### src/rtl/bpsk_pkg.sv
// Shared definitions for the BPSK transmit chain: FSM encoding and the
// carrier defaults that the modulator and sine_generator must agree on.
package bpsk_pkg;

  localparam int SAMPLE_NUMBER_DEF = 256;
  localparam int SAMPLE_WIDTH_DEF  = 12;
  localparam int CNT_WIDTH_DEF     = 8;
  localparam int DATA_WIDTH_DEF    = 8;

  typedef enum logic [1:0] {
    IDLE  = 2'd0,
    ALIGN = 2'd1,
    SEND  = 2'd2
  } state_t;

endpackage

### src/rtl/bpsk_modulator_if.sv
// Valid/ready word stream feeding the BPSK modulator.
interface bpsk_modulator_if #(
  parameter int DATA_WIDTH = 8
);

  logic [DATA_WIDTH-1:0] s_data;
  logic                  s_valid;
  logic                  s_ready;

  modport master (output s_data, output s_valid, input s_ready);
  modport slave  (input s_data, input s_valid, output s_ready);

endinterface

### src/rtl/bpsk_bit_serializer.sv
// MSB-first word serialiser: holds each bit for CYCLES_PER_BIT carrier periods
// and flags the boundary that ends the final period of the final bit.
module bpsk_bit_serializer #(
  parameter int DATA_WIDTH     = 8,
  parameter int CYCLES_PER_BIT = 1
) (
  input  logic                  clk,
  input  logic                  rst,
  input  logic                  load,
  input  logic [DATA_WIDTH-1:0] load_data,
  input  logic                  advance,
  output logic                  cur_bit,
  output logic                  last_bit_end
);

  localparam int IDX_W = (DATA_WIDTH > 1) ? $clog2(DATA_WIDTH) : 1;
  localparam int PER_W = 4;  // covers period counts 0..15

  logic [DATA_WIDTH-1:0] shift_reg;
  logic [IDX_W-1:0]      bit_idx_reg;
  logic [PER_W-1:0]      period_reg;
  logic                  period_last;

  assign period_last = (period_reg == PER_W'(CYCLES_PER_BIT - 1));

  // A load takes priority so a gapless follow-on word overrides the final advance.
  always_ff @(posedge clk) begin
    if (!rst) begin
      shift_reg   <= '0;
      bit_idx_reg <= '0;
      period_reg  <= '0;
    end else if (load) begin
      shift_reg   <= load_data;
      bit_idx_reg <= IDX_W'(DATA_WIDTH - 1);
      period_reg  <= '0;
    end else if (advance) begin
      if (period_last) begin
        period_reg  <= '0;
        shift_reg   <= shift_reg << 1;
        bit_idx_reg <= bit_idx_reg - IDX_W'(1);
      end else begin
        period_reg <= period_reg + PER_W'(1);
      end
    end
  end

  assign cur_bit      = shift_reg[DATA_WIDTH-1];
  assign last_bit_end = (bit_idx_reg == '0) && period_last;

endmodule

### src/rtl/bpsk_modulator.sv
// BPSK modulator: takes words over valid/ready and emits registered sine or
// negated-sine samples per bit, switching only on carrier-period boundaries.
module bpsk_modulator
  import bpsk_pkg::*;
#(
  parameter int SAMPLE_NUMBER  = SAMPLE_NUMBER_DEF,
  parameter int SAMPLE_WIDTH   = SAMPLE_WIDTH_DEF,
  parameter int CNT_WIDTH      = CNT_WIDTH_DEF,
  parameter int DATA_WIDTH     = DATA_WIDTH_DEF,
  parameter int CYCLES_PER_BIT = 1
) (
  input  logic                    clk,
  input  logic                    rst,
  input  logic                    en,
  bpsk_modulator_if.slave         s_if,
  input  logic [SAMPLE_WIDTH-1:0] sine_in,
  input  logic [SAMPLE_WIDTH-1:0] neg_sine_in,
  input  logic [CNT_WIDTH-1:0]    signal_cnt_in,
  output logic [SAMPLE_WIDTH-1:0] mod_out,
  output logic                    mod_valid,
  output logic                    bit_out,
  output logic                    busy
);

  state_t state_reg, state_next;
  logic   boundary;
  logic   frame_end;
  logic   transfer;
  logic   cur_bit;
  logic   last_bit_end;

  assign boundary  = en && (signal_cnt_in == CNT_WIDTH'(SAMPLE_NUMBER - 1));
  assign frame_end = (state_reg == SEND) && boundary && last_bit_end;

  // Ready opens only in IDLE or on the single cycle that ends the frame.
  assign s_if.s_ready = rst && ((state_reg == IDLE) || frame_end);
  assign transfer     = s_if.s_valid && s_if.s_ready && en && rst;
  assign busy         = (state_reg != IDLE);

  always_ff @(posedge clk) begin
    if (!rst) begin
      state_reg <= IDLE;
    end else begin
      state_reg <= state_next;
    end
  end

  always_comb begin
    state_next = state_reg;
    case (state_reg)
      IDLE:    if (transfer) state_next = ALIGN;
      ALIGN:   if (boundary) state_next = SEND;
      SEND:    if (frame_end && !transfer) state_next = IDLE;
      default: state_next = IDLE;
    endcase
  end

  bpsk_bit_serializer #(
    .DATA_WIDTH    (DATA_WIDTH),
    .CYCLES_PER_BIT(CYCLES_PER_BIT)
  ) u_serializer (
    .clk         (clk),
    .rst         (rst),
    .load        (transfer),
    .load_data   (s_if.s_data),
    .advance     ((state_reg == SEND) && boundary),
    .cur_bit     (cur_bit),
    .last_bit_end(last_bit_end)
  );

  // One-cycle registered selection; everything holds while en is low.
  always_ff @(posedge clk) begin
    if (!rst) begin
      mod_out   <= '0;
      mod_valid <= 1'b0;
      bit_out   <= 1'b0;
    end else if (en) begin
      if (state_reg == SEND) begin
        mod_out   <= cur_bit ? neg_sine_in : sine_in;
        mod_valid <= 1'b1;
        bit_out   <= cur_bit;
      end else begin
        mod_out   <= '0;
        mod_valid <= 1'b0;
        bit_out   <= 1'b0;
      end
    end
  end

endmodule

### src/flat_wrapper.sv
// flat-port wrapper written by rule: the top's interface ports become plain ports
module bpsk_modulator_flat import bpsk_pkg::*;
#(
  parameter int SAMPLE_NUMBER  = SAMPLE_NUMBER_DEF,
  parameter int SAMPLE_WIDTH   = SAMPLE_WIDTH_DEF,
  parameter int CNT_WIDTH      = CNT_WIDTH_DEF,
  parameter int DATA_WIDTH     = DATA_WIDTH_DEF,
  parameter int CYCLES_PER_BIT = 1
)
  (clk, rst, en, sine_in, neg_sine_in, signal_cnt_in, mod_out, mod_valid, bit_out, busy, s_if_s_data, s_if_s_valid, s_if_s_ready);
  bpsk_modulator_if #(.DATA_WIDTH(DATA_WIDTH)) s_if_i ();
  input  logic clk;
  input  logic rst;
  input  logic en;
  input  logic [SAMPLE_WIDTH-1:0] sine_in;
  input  logic [SAMPLE_WIDTH-1:0] neg_sine_in;
  input  logic [CNT_WIDTH-1:0] signal_cnt_in;
  output logic [SAMPLE_WIDTH-1:0] mod_out;
  output logic mod_valid;
  output logic bit_out;
  output logic busy;
  input wire logic [$bits(s_if_i.s_data)-1:0] s_if_s_data;
  input wire logic [$bits(s_if_i.s_valid)-1:0] s_if_s_valid;
  output wire logic [$bits(s_if_i.s_ready)-1:0] s_if_s_ready;
  assign s_if_i.s_data = s_if_s_data;
  assign s_if_i.s_valid = s_if_s_valid;
  assign s_if_s_ready = s_if_i.s_ready;
  bpsk_modulator #(.SAMPLE_NUMBER(SAMPLE_NUMBER), .SAMPLE_WIDTH(SAMPLE_WIDTH), .CNT_WIDTH(CNT_WIDTH), .DATA_WIDTH(DATA_WIDTH), .CYCLES_PER_BIT(CYCLES_PER_BIT)) u_core (.clk(clk), .rst(rst), .en(en), .s_if(s_if_i), .sine_in(sine_in), .neg_sine_in(neg_sine_in), .signal_cnt_in(signal_cnt_in), .mod_out(mod_out), .mod_valid(mod_valid), .bit_out(bit_out), .busy(busy));
endmodule
### config.mk
export PLATFORM = sky130hd
export DESIGN_NAME = bpsk_modulator_flat
export DESIGN_NICKNAME = d
export VERILOG_FILES = /design/src/rtl/bpsk_pkg.sv /design/src/rtl/bpsk_modulator_if.sv /design/src/rtl/bpsk_bit_serializer.sv /design/src/rtl/bpsk_modulator.sv /design/src/flat_wrapper.sv
export SDC_FILE = /design/constraint.sdc
export NUM_CORES = 1
export LEC_CHECK = 0
export CAP_MARGIN = 30
export CELL_PAD_IN_SITES_DETAIL_PLACEMENT = 1
export CELL_PAD_IN_SITES_GLOBAL_PLACEMENT = 1
export CORE_ASPECT_RATIO = 0.75
export CORE_UTILIZATION = 33
export CTS_CLUSTER_SIZE = 12
export DETAILED_ROUTE_END_ITERATION = 10
export PLACE_DENSITY = 0.93
export SETUP_SLACK_MARGIN = 0.05
export SKIP_LAST_GASP = 1
export SYNTH_ARGS = -nofsm -noshare
export SYNTH_HDL_FRONTEND = slang
export SYNTH_SLANG_ARGS = --single-unit
### constraint.sdc
create_clock -name clk -period 3.68 [get_ports clk]
set_input_delay 0.368 -clock clk [delete_from_list [all_inputs] [get_ports clk]]
set_output_delay 0.368 -clock clk [all_outputs]
set_load 0.005 [all_outputs]
==> flow_summary.toml <==
[die]
die-area_mm2 = 0.00489
rows = 20
die_h_um = 60.8
start_util_pct = 36.0
die_w_um = 80.4
io_pins = 60
core_area_mm2 = 0.00423

[synthesis]
synth-seq-cells = 31
netlist_top_cells_count = "31 x dfxtp_1, 31 x nor2_1, 22 x mux2i_1"
yosys.area.top_type_share_pct = 40.8
synth-main-ff-cell = "dfxtp_1"
yosys.cell_types.count = 31
synth_edf_count = 0
yosys-top-cells-area = "dfxtp_1 41%, mux2i_1 14%, nor2_1 7.6%"
syn_inst = 170
ys_seq_area_share_pct = 40.8
syn_area_per_cell_um2 = 8.95
yosysTopAreaCell = "dfxtp_1"
synth_area_mm2 = 0.00152
async_flop_share_pct = 0
yosysWarnings = 0
synth_nets = 218

[placement]
pre_cts_ws_ns = 0.693
routabilityCongestion = 0.859
hpwl_mm = 3.08
portBuffers = 59

[setup_path]
worstPathMaxFanout = 4
start_kind = "flip-flop"
arrival_ns = 2.63
required_ns = 3.31
cp-end-kind = "primary output"
path_class = "flip-flop to primary output"

[layout]
antennaDiodeCount = 0
syn_to_final_growth_pct = 49.3
layout-drive-gt1-share_pct = 6.52
largest_reg_flops = 12
num-nets-final = 277

[sta]
timing.fmax_mhz = 334
finalCritPeriodShare_pct = 81.4
whs_ns = 0.480
slew_headroom_pct = 35.1
drv_slew = 0
finalSetupTns_ns = 0
tightest_slew_ns = 0.966
fin_ws_ns = 0.685
hold_violations = 0
finClkSkew_ns = 0.00634
final-setup-viol-count = 0
finalCriticalPeriod_ns = 2.99
rsz0062_at_grt = "no"

[clock_network]
worstSkewPairLatency_ns = 0.29
h-tree-depth = 2
clk_path_buf_depth = 2
cts-hold-fix-buffers = 0
post_cts_resized = 0
cts.sinks = 31
cts_tree = "yes"
clk_pin_slew_ns = 0.07
post_cts_buffers = 0
root_buffer = "clkbuf_8"
cts_inserted_buffers = 5

[power_and_ir_drop]
leakage_nw = 0.779
finalPower_w = 0.000806
pwr_density_cell_mw_per_mm2 = 355
ir_drop_v = 0.000171

[grt]
grt_overflow_total = 0
grt_pass1_wl_mm = 6.94
grt_pass1_vias = 1468
grt_start_max_net_pins = 29
antenna_found_initial = 0
grt.total_usage_pct = 19.2

[routing]
drc = 0
wl_per_cell_um = 14.8
vias = 1459
first_pass_iters = 4
drt_iter0_markers = 38
final_antenna_net_count = 0
viasPerCell = 5.12
finalWirelength_mm = 4.22

[flow_run]
max_cap_viol_count = 0

[worst_hold_path]
hp-class = "flip-flop to flip-flop"

[run_status]
status = "finished clean"
per-layer routing:
| metal | vias to the layer above | part of all wire [%] | GRT usage [%] |
|---|---|---|---|
| li1 | 728 | - | - |
| met1 | 685 | 46 | 23.9 |
| met2 | 46 | 48 | 32.6 |
| met3 | 0 | 6.2 | 6.32 |
| met4 | 0 | 0 | 4.59 |
| met5 | - | 0 | 0 |
per-stage QoR:
step | instances | utilization, % | area [um^2]
floorplan | 170 | - | 1520
global placement | 277 | 50.9 | 2150
detailed placement | 277 | 50.9 | 2150
CTS | 285 | 53.7 | 2270
global route | 285 | 53.7 | 2270
finish | 285 | 53.7 | 2270
cells by family after synthesis:
family,Yosys count,share of synthesized area (%)
xor+xnor,4,2.30
simple gates,61,21.1
compound gates,31,13.3
fa+ha+maj,4,3.29
flops,31,40.8
mux,22,14.5
buf+inv,17,4.77
layout make-up:
type	count	area, um^2
clock buffer	6	82.6
clock inverter	2	35.0
fill	485	1960
inverter	8	30.0
multi-input combinational	122	828
sequential	31	621
tap	55	68.8
timing repair buffer	61	606
critical path, cell delays in order, from the launching register on:
cell and delay, ns:
dfxtp_1 0.36, inv_1 0.07, ha_1 0.13, or3b_4 0.40
or4_1 0.55, a211oi_1 0.28, clkdlybuf4s50_1 0.54
placed cells by master, fill, tap and decap left out, types with 2 or more instances in the layout:
cell / count
inv_1: 7
nor3b_1: 2
nand4_1: 2
nor3_1: 2
buf_4: 2
o21a_1: 2
nor4_1: 6
nand2_1: 6
a211oi_1: 3
a21oi_1: 16
mux2i_1: 22
dfxtp_1: 31
a221oi_1: 7
nand3b_1: 4
xnor2_1: 4
ha_1: 4
nor2_1: 31
clkbuf_8: 6
clkdlybuf4s50_1: 59
path summary, 6_finish.rpt:
| path | start | endpoint | slack (ns) | cells past startpoint |
|---|---|---|---|---|
| min reg2reg | u_core.bit_out | u_core.bit_out | 0.48 | 2 |
| max reg2reg | u_core.u_serializer.period_reg[0] | u_core.u_serializer.shift_reg[7] | 1.30 | 6 |
| max | u_core.u_serializer.period_reg[0] | s_if_s_ready | 0.69 | 6 |
| min | u_core.bit_out | u_core.bit_out | 0.48 | 2 |
report_power, final:
group / internal, W / total [W] / switching (W)
Combinational: 0.0000648 / 0.000101 / 0.0000362
Clock: 0.000219 / 0.000349 / 0.000130
Sequential: 0.000345 / 0.000356 / 0.0000107
Power figures use the tool's default switching activity.
